### config.mk
export PLATFORM = sky130hd
export DESIGN_NAME = register_file
export DESIGN_NICKNAME = d
export VERILOG_FILES = /design/src/rtl/register_file.sv
export SDC_FILE = /design/constraint.sdc
export NUM_CORES = 1
export LEC_CHECK = 0
export BUFFER_PORTS_ARGS = -buffer_cell sky130_fd_sc_hd__buf_2
export CAP_MARGIN = 30
export CORE_MARGIN = 2
export CORE_UTILIZATION = 55
export DETAILED_ROUTE_END_ITERATION = 10
export PLACE_DENSITY = 0.75
export SETUP_SLACK_MARGIN = 0.1
export SLEW_MARGIN = 20
export SYNTH_ARGS = -nofsm -noshare
export SYNTH_HDL_FRONTEND = slang
export SYNTH_SLANG_ARGS = --single-unit
### constraint.sdc
create_clock -name I_CLK -period 6.6 [get_ports I_CLK]
set_clock_uncertainty 0.15 [all_clocks]
set_input_delay 1.98 -clock I_CLK [delete_from_list [all_inputs] [get_ports I_CLK]]
set_output_delay 1.98 -clock I_CLK [all_outputs]
set_load 0.01 [all_outputs]
### src/rtl/register_file.sv
// Multi-entry register file: one write port, two combinational read ports with
// write-first bypass, optional hardwired zero entry and a one-entry-per-cycle clear engine.
module register_file #(
  parameter int P_WIDTH    = 16,
  parameter int P_DEPTH    = 16,
  parameter int P_ZERO_REG = 0
) (
  input  logic                       I_CLK,
  input  logic                       I_NRESET,
  input  logic                       I_WR_EN,
  input  logic [$clog2(P_DEPTH)-1:0] I_WR_ADDR,
  input  logic [P_WIDTH-1:0]         I_WR_DATA,
  input  logic [$clog2(P_DEPTH)-1:0] I_RD_ADDR_A,
  input  logic [$clog2(P_DEPTH)-1:0] I_RD_ADDR_B,
  output logic [P_WIDTH-1:0]         O_RD_DATA_A,
  output logic [P_WIDTH-1:0]         O_RD_DATA_B,
  input  logic                       I_CLEAR,
  output logic                       O_BUSY,
  output logic                       O_DONE
);

  localparam int L_AW = $clog2(P_DEPTH);
  localparam logic [L_AW-1:0] L_LAST = L_AW'(P_DEPTH - 1);

  typedef enum logic {IDLE, CLEAR} state_t;

  state_t             state;
  logic [L_AW-1:0]    ptr;
  logic               done;
  logic [P_WIDTH-1:0] mem [P_DEPTH];
  logic               wr_ok;

  // Writes only land in IDLE; entry 0 is read-only when hardwired to zero.
  assign wr_ok = I_WR_EN && (state == IDLE) &&
                 !((P_ZERO_REG != 0) && (I_WR_ADDR == '0));

  always_ff @(posedge I_CLK or negedge I_NRESET) begin
    if (!I_NRESET) begin
      for (int unsigned i = 0; i < P_DEPTH; i++) mem[i] <= '0;
      state <= IDLE;
      ptr   <= '0;
      done  <= 1'b0;
    end else begin
      done <= 1'b0;
      case (state)
        IDLE: begin
          if (wr_ok) mem[I_WR_ADDR] <= I_WR_DATA;
          if (I_CLEAR) begin
            state <= CLEAR;
            ptr   <= '0;
          end
        end
        CLEAR: begin
          mem[ptr] <= '0;
          if (ptr == L_LAST) begin
            state <= IDLE;
            ptr   <= '0;
            done  <= 1'b1;
          end else begin
            ptr <= ptr + 1'b1;
          end
        end
        default: state <= IDLE;
      endcase
    end
  end

  always_comb begin
    O_RD_DATA_A = mem[I_RD_ADDR_A];
    if (wr_ok && (I_WR_ADDR == I_RD_ADDR_A)) O_RD_DATA_A = I_WR_DATA;
    if ((P_ZERO_REG != 0) && (I_RD_ADDR_A == '0)) O_RD_DATA_A = '0;
  end

  always_comb begin
    O_RD_DATA_B = mem[I_RD_ADDR_B];
    if (wr_ok && (I_WR_ADDR == I_RD_ADDR_B)) O_RD_DATA_B = I_WR_DATA;
    if ((P_ZERO_REG != 0) && (I_RD_ADDR_B == '0)) O_RD_DATA_B = '0;
  end

  assign O_BUSY = (state == CLEAR);
  assign O_DONE = done;

endmodule

After elaboration in Yosys (flattened, before gate mapping). Index checks and enable logic that the tools add are counted.

Register bits: 262. Bits of input ports: 32. Output and inout bits: 34. Logic and storage cells: 66.

Add/subtract/negate cells: 1. $lt $le $gt $ge: 6. Equality and inequality tests: 5. Mux-type cells: 23. Bitwise gates (word level): 7. Reductions and logical operators: 5.

Operators with widths (count): 256-bit case mux with 2 select lines (1); 256-bit AND (1); 256-bit bitwise mux (1); 256-bit 2-to-1 mux (1); 256-bit NOT (1); 16-bit binary-select mux with 4-bit select (2); 16-bit demux with 4-bit select (2); 16-bit 2-to-1 mux (8); 5-bit >= comparator (second input constant) (4); 4-bit NOT with 5-bit output (4); 5-bit by 1-bit less-than comparator with 1-bit output (second input constant) (2); 4-bit equality test (2); 4-bit 2-to-1 mux (2); 4-bit case mux with 2 select lines (1); 1-bit logical AND (5); 4-bit by 1-bit adder with 4-bit output (second input constant) (1); 4-bit equality test (second input constant) (1); 1-bit 2-to-1 mux (4); 2-bit != test (second input constant) (2); 1-bit case mux with 2 select lines (1); 1-bit NOT (1).

Logic depth before layout (Yosys ltp). Gate-level depths: netlist of the first run.

Word-level depth: 8. Gate-level depth with buffers: 7. Mapped depth without buffers: 5.

Least setup slack after synthesis of the first run. No wires, ideal clock.

Path kind: input-to-output. Start: input I_RD_ADDR_B[0]. End: output O_RD_DATA_B[13]. Arrival time: 3532 ps. Data required time: 4470 ps. Setup slack: 938 ps. Stages on the path: 6. Buffers on the path: 2. Path through: buf_2 > buf_2 > mux4_2 > mux2i_1 > mux2i_1 > mux2_2.

Longest elaborated chain between the ends: 5. Elaborated cells between the ends (all ways): 7. Those cells by class: eq/ne: 1; mux: 4; bitwise: 1; reduce/logical: 1.

Ends and longest elaborated chain: start, declared (line 14) `input logic [$clog2(P_DEPTH)-1:0] I_RD_ADDR_B,`; 4-bit NOT with 5-bit output (implied by the code) (line 75) `O_RD_DATA_B = mem[I_RD_ADDR_B];`; 16-bit binary-select mux with 4-bit select (line 75); 16-bit 2-to-1 mux (implied by the code) (2 in series) (line 75); 16-bit 2-to-1 mux (*) (line 76) `if (wr_ok && (I_WR_ADDR == I_RD_ADDR_B)) O_RD_DATA_B = I_WR_DATA;`; end, declared (line 16) `output logic [P_WIDTH-1:0] O_RD_DATA_B,`.

Mark *: on every way between the ends. The rest lies on a longest branch, timed or not. The select of a mux whose other input is x is not followed.

Final worst setup path of the first run.
Start: input I_RD_ADDR_A[0]. End: output O_RD_DATA_A[2].

Longest elaborated chain between the ends: 5. Elaborated cells between the ends (all ways): 7. Those cells by class: eq/ne: 1; mux: 4; bitwise: 1; reduce/logical: 1.

Ends and longest elaborated chain: start, declared (line 13) `input logic [$clog2(P_DEPTH)-1:0] I_RD_ADDR_A,`; 4-bit NOT with 5-bit output (implied by the code) (line 69) `O_RD_DATA_A = mem[I_RD_ADDR_A];`; 16-bit binary-select mux with 4-bit select (line 69); 16-bit 2-to-1 mux (implied by the code) (2 in series) (line 69); 16-bit 2-to-1 mux (*) (line 70) `if (wr_ok && (I_WR_ADDR == I_RD_ADDR_A)) O_RD_DATA_A = I_WR_DATA;`; end, declared (line 15) `output logic [P_WIDTH-1:0] O_RD_DATA_A,`.

Marked as above.

==> results.cfg, run 1 <==
[hold_path]
hp-class = register to register

[floorplan]
core.rowCount = 58
ios = 66
start_util = 0.5603
die-width_um = 164.4
fp.dieH_um = 164.4
coreArea_mm2 = 0.02525
dieArea_mm2 = 0.02703

[clock_network]
cts.reportedPaths.clkPinSlew_ps = 60
ctsResizeCount = 0
cts_hold_buf = 0
clkSinkCount = 262
clockBufferDepth = 3
postCtsSetupBuffers = 0
cts_buffers = 29
clk_latency_ps = 550
cts_max_level = 1
cts_tree = yes
cts_root_buf = clkbuf_16

[sta]
period_needed_ps = 5976
fin_crit_sh = 0.9055
final_hold_viol_count = 0
finalSetupViolCount = 0
drv_slew = 0
worst_hold_slack_ps = 367.9
slew_headroom = 0.3576
worst_pin_slew_ps = 963.6
rsz0062_at_grt = no
fmax_mhz = 167.3
timing.setup.tns_ps = 0

[drt]
met2WireLength_um = 20390
drt-initial-drc-count = 1101
num_vias = 10250
post-route-drc-count = 0
wl_met3_um = 3818
route.top_layer_used = met4
ant_nets = 0
dr.pass1.iters = 5
wl_um = 43150
wl_per_cell_um = 31.31
met1_length_um = 16730
via_per_inst = 7.440

[placed_design]
place.gp.congestion = 0.8192
hpwl_um = 25270
dp.cells = 1327
portBuffers = 65

[final_layout]
drive_gt1_frac = 0.3197
multi_input_area_mm2 = 0.007126
nets = 1066
final_common_cell = dfrtp_1
syn2layout_area_growth_pct = 12.23
instances_no_fill = 1378
diodes = 0
seq_area_mm2 = 0.006556
fill_cells = 1845
mostFrequentLayoutCells = dfrtp_1, a22o_1, mux4_2

[yosys]
synthCells = 1004
avgSynthCellArea_um2 = 14.09
yosysWarnings = 0
syn_nets = 1042
synthesis.area_mm2 = 0.01415
synth_cell_types = 36
synth_edf_count = 0
synthFlopType = dfrtp_1
synth-seq-area-share = 0.4633
async_flop_share = 1.000
ys_ff_latch = 262

[critical_path]
worstPathCellList = buf_4 > buf_4 > xnor2_1 > nand3_1 > buf_12 > mux2_2 > buf_2
cpMaxStageDelayCell = nand3_1
end_kind = primary output
slowest_delay_ps = 440
path_common_cell = buf_4
worst-setup-path-type = input pin to primary output
crit_path_max_fanout = 11
critPathArrivalTime_ps = 3850
crit_required_ps = 4470
start_kind = input pin

[power]
power_frac_seq = 0.419
clockPowerShare = 0.333
ir_drop_mv = 0.2105
p_sw_frac = 0.3122
p_sw_mw = 1.569
leakage_nw = 7.308
cellPowerDensity_mw_per_mm2 = 316.5
comb_power_share = 0.247
intPower_mw = 3.457
p_total_mw = 5.026

[global_routing]
grt_usage = 0.3309
grt_max_degree = 120
grt_pass1_vias = 10630
grt.overflow.total = 0
antenna_found_initial = 0
grt_pass1_wl_um = 65870

[status]
status = complete, no violations

[flow_run]
cap_violations = 0
layer usage:
layer | vias to the layer above | GRT usage
met5 | - | 0
met4 | 0 | 0.1569
met3 | 156 | 0.06128
met2 | 664 | 0.5243
met1 | 5377 | 0.4480
li1 | 4056 | -
cell type report:
type,instances,area share
multi-input cells,621,0.4487
flip-flops and latches,262,0.4128
clock buffers,42,0.05381
repair buffers,110,0.04979
well taps,330,0.02600
clock inverters,9,0.007957
inverters,4,0.0009454
critical path: cells and delay by family:
family        cells  cell delay (ps)
buf+inv           4              940
simple gates      1              440
xor+xnor          1              140
mux               1              330
final timing paths:
path,start,to,slack [ps],cells after the start
setup / recovery,I_RD_ADDR_A[0],O_RD_DATA_A[2],620,7
hold / removal,mem[92],mem[92],370,1
setup reg to reg,O_BUSY,mem[221],3720,4
hold reg to reg,mem[92],mem[92],370,1
max in group asynchronous,I_NRESET,mem[164],3550,2
min in group asynchronous,I_NRESET,O_DONE,1340,1
cell usage after synthesis, drive strengths merged, types with 2 or more instances:
master     n  share of area
nor3       6         0.0040
a21oi     16         0.0073
nor3b      3         0.0019
xnor2      2         0.0012
and3       2        0.00088
clkbuf    46          0.012
xor2       7         0.0043
nand4bb    2         0.0016
ha         6         0.0053
buf       71          0.024
mux4     128           0.20
a22o     240           0.15
inv        4         0.0011
o31ai      3         0.0016
mux2i     96          0.068
nor2      14         0.0053
nand2b     2        0.00088
mux2      32          0.025
o21ai     17         0.0060
nand3      4         0.0014
dfrtp    262           0.46
nand2     36         0.0095
registers in the layout, summed over array words and instances, names as in the netlist:
signal,cells
ptr,4
mem,256
O_DONE,1
O_BUSY,1
power by group through the flow:
stage / Sequential (mW) / Clock [mW] / Combinational (mW)
global route: 2.14 / 1.74 / 1.32
floorplan: 2.04 / 0 / 0.846
detailed placement: 2.12 / 0 / 1.22
global placement: 2.10 / 0 / 1.18
CTS: 2.10 / 1.68 / 1.23
finish: 2.11 / 1.68 / 1.24
logic make-up after synthesis:
| family | Yosys count | share of synthesized area |
|---|---|---|
| xor gates and xnor gates | 9 | 0.005571 |
| muxes | 256 | 0.2971 |
| and+or+nand+nor | 72 | 0.02732 |
| adders and majority gates | 6 | 0.005305 |
| AOI/OAI and AO/OA | 278 | 0.1645 |
| buffers and inverters | 121 | 0.03687 |
| DFF | 262 | 0.4633 |
through the flow:
step | setup slack (ps) | utilization | instance area, µm²
floorplan | 938.0 | - | 14150
global placement | 651.3 | 0.5873 | 14830
detailed placement | 640.7 | 0.5900 | 14900
CTS | 623.8 | 0.6289 | 15880
global route | 549.5 | 0.6289 | 15880
finish | 623.9 | 0.6289 | 15880
Note: power is estimated with default switching activity, not from simulation.
==> run 2: changes to the inputs <==
CORE_UTILIZATION = 40   (was 55)
PLACE_DENSITY = 0.58   (was 0.75)
==> run 2 against run 1 <==
  * Non-clock buffer count rose by 9
  * First-iteration DRC count fell by 14%
  * Flip-flop and latch count did not move
  * Count of clock-buffer cells in the layout fell by 1
  * Clock power barely moved
  * Final cell count rose by 9.8%
  * Worst setup slack got worse by 110 ps
  * Sequential share of layout area fell by 0.64 points
  * Die area rose by 37%
  * Highest routed layer unchanged
==> results.cfg, run 2 (synthesized netlist as in run 1, its figures left out) <==
[final_layout]
mostFrequentLayoutCells = dfrtp_1, a22o_1, mux4_2
fill_cells = 3037
reg.largest.list = mem: 256 flops, ptr: 4 flops
final_common_cell = dfrtp_1
multi_input_area_mm2 = 0.007134
top_register = mem
nets = 1076
instances_no_fill = 1513
diodes = 0
seq_area_mm2 = 0.006556
syn2layout_area_growth_pct = 14.00
drive_gt1_frac = 0.3374
largest_reg_flops = 256

[sta]
fmax_mhz = 164.3
worst_hold_slack_ps = 362.1
finalSetupViolCount = 0
final_hold_viol_count = 0
rsz0062_at_grt = no
drv_slew = 0
worst_pin_slew_ps = 972.8
timing.setup.tns_ps = 0
fin_crit_sh = 0.9221
period_needed_ps = 6086
slew_headroom = 0.3515
setup_slack_ps = 514.0

[flow_run]
cap_violations = 0

[clock_network]
cts_buffers = 30
cts.reportedPaths.clkPinSlew_ps = 60
clkSinkCount = 262
clk_latency_ps = 560
cts_tree = yes
cts_root_buf = clkbuf_16
cts_hold_buf = 0
clockBufferDepth = 3
cts_max_level = 1
postCtsSetupBuffers = 0
ctsResizeCount = 0

[floorplan]
ios = 66
dieArea_mm2 = 0.03690
coreArea_mm2 = 0.03471
fp.dieH_um = 192.1
core.rowCount = 68
die-width_um = 192.1
start_util = 0.4077

[power]
leakage_nw = 7.359
cellPowerDensity_mw_per_mm2 = 314.5
p_total_mw = 5.074
ir_drop_mv = 0.2303

[placed_design]
pre_cts_slack_ps = 525.3
hpwl_um = 27350
place.gp.congestion = 0.8138
portBuffers = 65
dp.cells = 1461

[drt]
wl_um = 46590
drt-initial-drc-count = 944
ant_nets = 0
num_vias = 9987
dr.pass1.iters = 7
via_per_inst = 6.601
wl_per_cell_um = 30.79
post-route-drc-count = 0

[global_routing]
grt_pass1_wl_um = 70210
grt_pass1_vias = 10400
grt_usage = 0.2613
grt.overflow.total = 0
antenna_found_initial = 0
grt_max_degree = 120

[critical_path]
r2r_setup_slack_ps = 3580
end_kind = primary output
worst-setup-path-type = input pin to primary output
r2r_cells = 5
crit_required_ps = 4470
start_kind = input pin
crit_path_max_fanout = 17
critPathArrivalTime_ps = 3960

[status]
status = complete, no violations

[hold_path]
hp-class = register to register
holdPathStages = 1
## run 2: cell types whose count changed in the layout (fill, tap and decap cells not counted), sizes merged
cell / change
buf: +9
clkinv: +4
clkbuf: -1
clkinvlp: -1
inv: -1
## run 2: worst paths after layout
check | start | endpoint
min | mem[85] | mem[85]
min reg2reg | mem[85] | mem[85]
max reg2reg | O_BUSY | mem[232]
max in group asynchronous | I_NRESET | mem[54]
min in group asynchronous | I_NRESET | O_BUSY
max | I_RD_ADDR_B[0] | O_RD_DATA_B[4]
## run 2: power by group
| group | internal (mW) | switching [mW] |
|---|---|---|
| Clock | 1.01 | 0.684 |
| Combinational | 0.581 | 0.694 |
| Sequential | 1.88 | 0.228 |
## run 2: area by class of cell
class	instances	share of cell area
clock buffer	41	0.05282
clock inverter	11	0.008764
inverter	4	0.0009307
multi-input combinational	621	0.4423
sequential	262	0.4064
tap	455	0.03529
timing repair buffer	119	0.05352
## run 2: routing by layer
metal | track usage | share of wire | vias up
li1 | - | - | 4079
met1 | 0.3603 | 0.41 | 5377
met2 | 0.4218 | 0.48 | 429
met3 | 0.04568 | 0.074 | 102
met4 | 0.08397 | 0.034 | 0
met5 | 0 | 0 | -
## run 2: per-stage QoR
stage / instance area, µm² / util
after floorplan: 14150 / -
after global placement: 15140 / 0.4361
after detailed placement: 15140 / 0.4361
after CTS: 16130 / 0.4647
after global routing: 16130 / 0.4647
final: 16130 / 0.4647
## run 2: worst max-delay path, stage by stage
cell     delay [ps]
buf_4           310
buf_12          240
mux4_2          520
mux2i_1         300
mux2i_1         120
mux2_2          310
buf_2           150
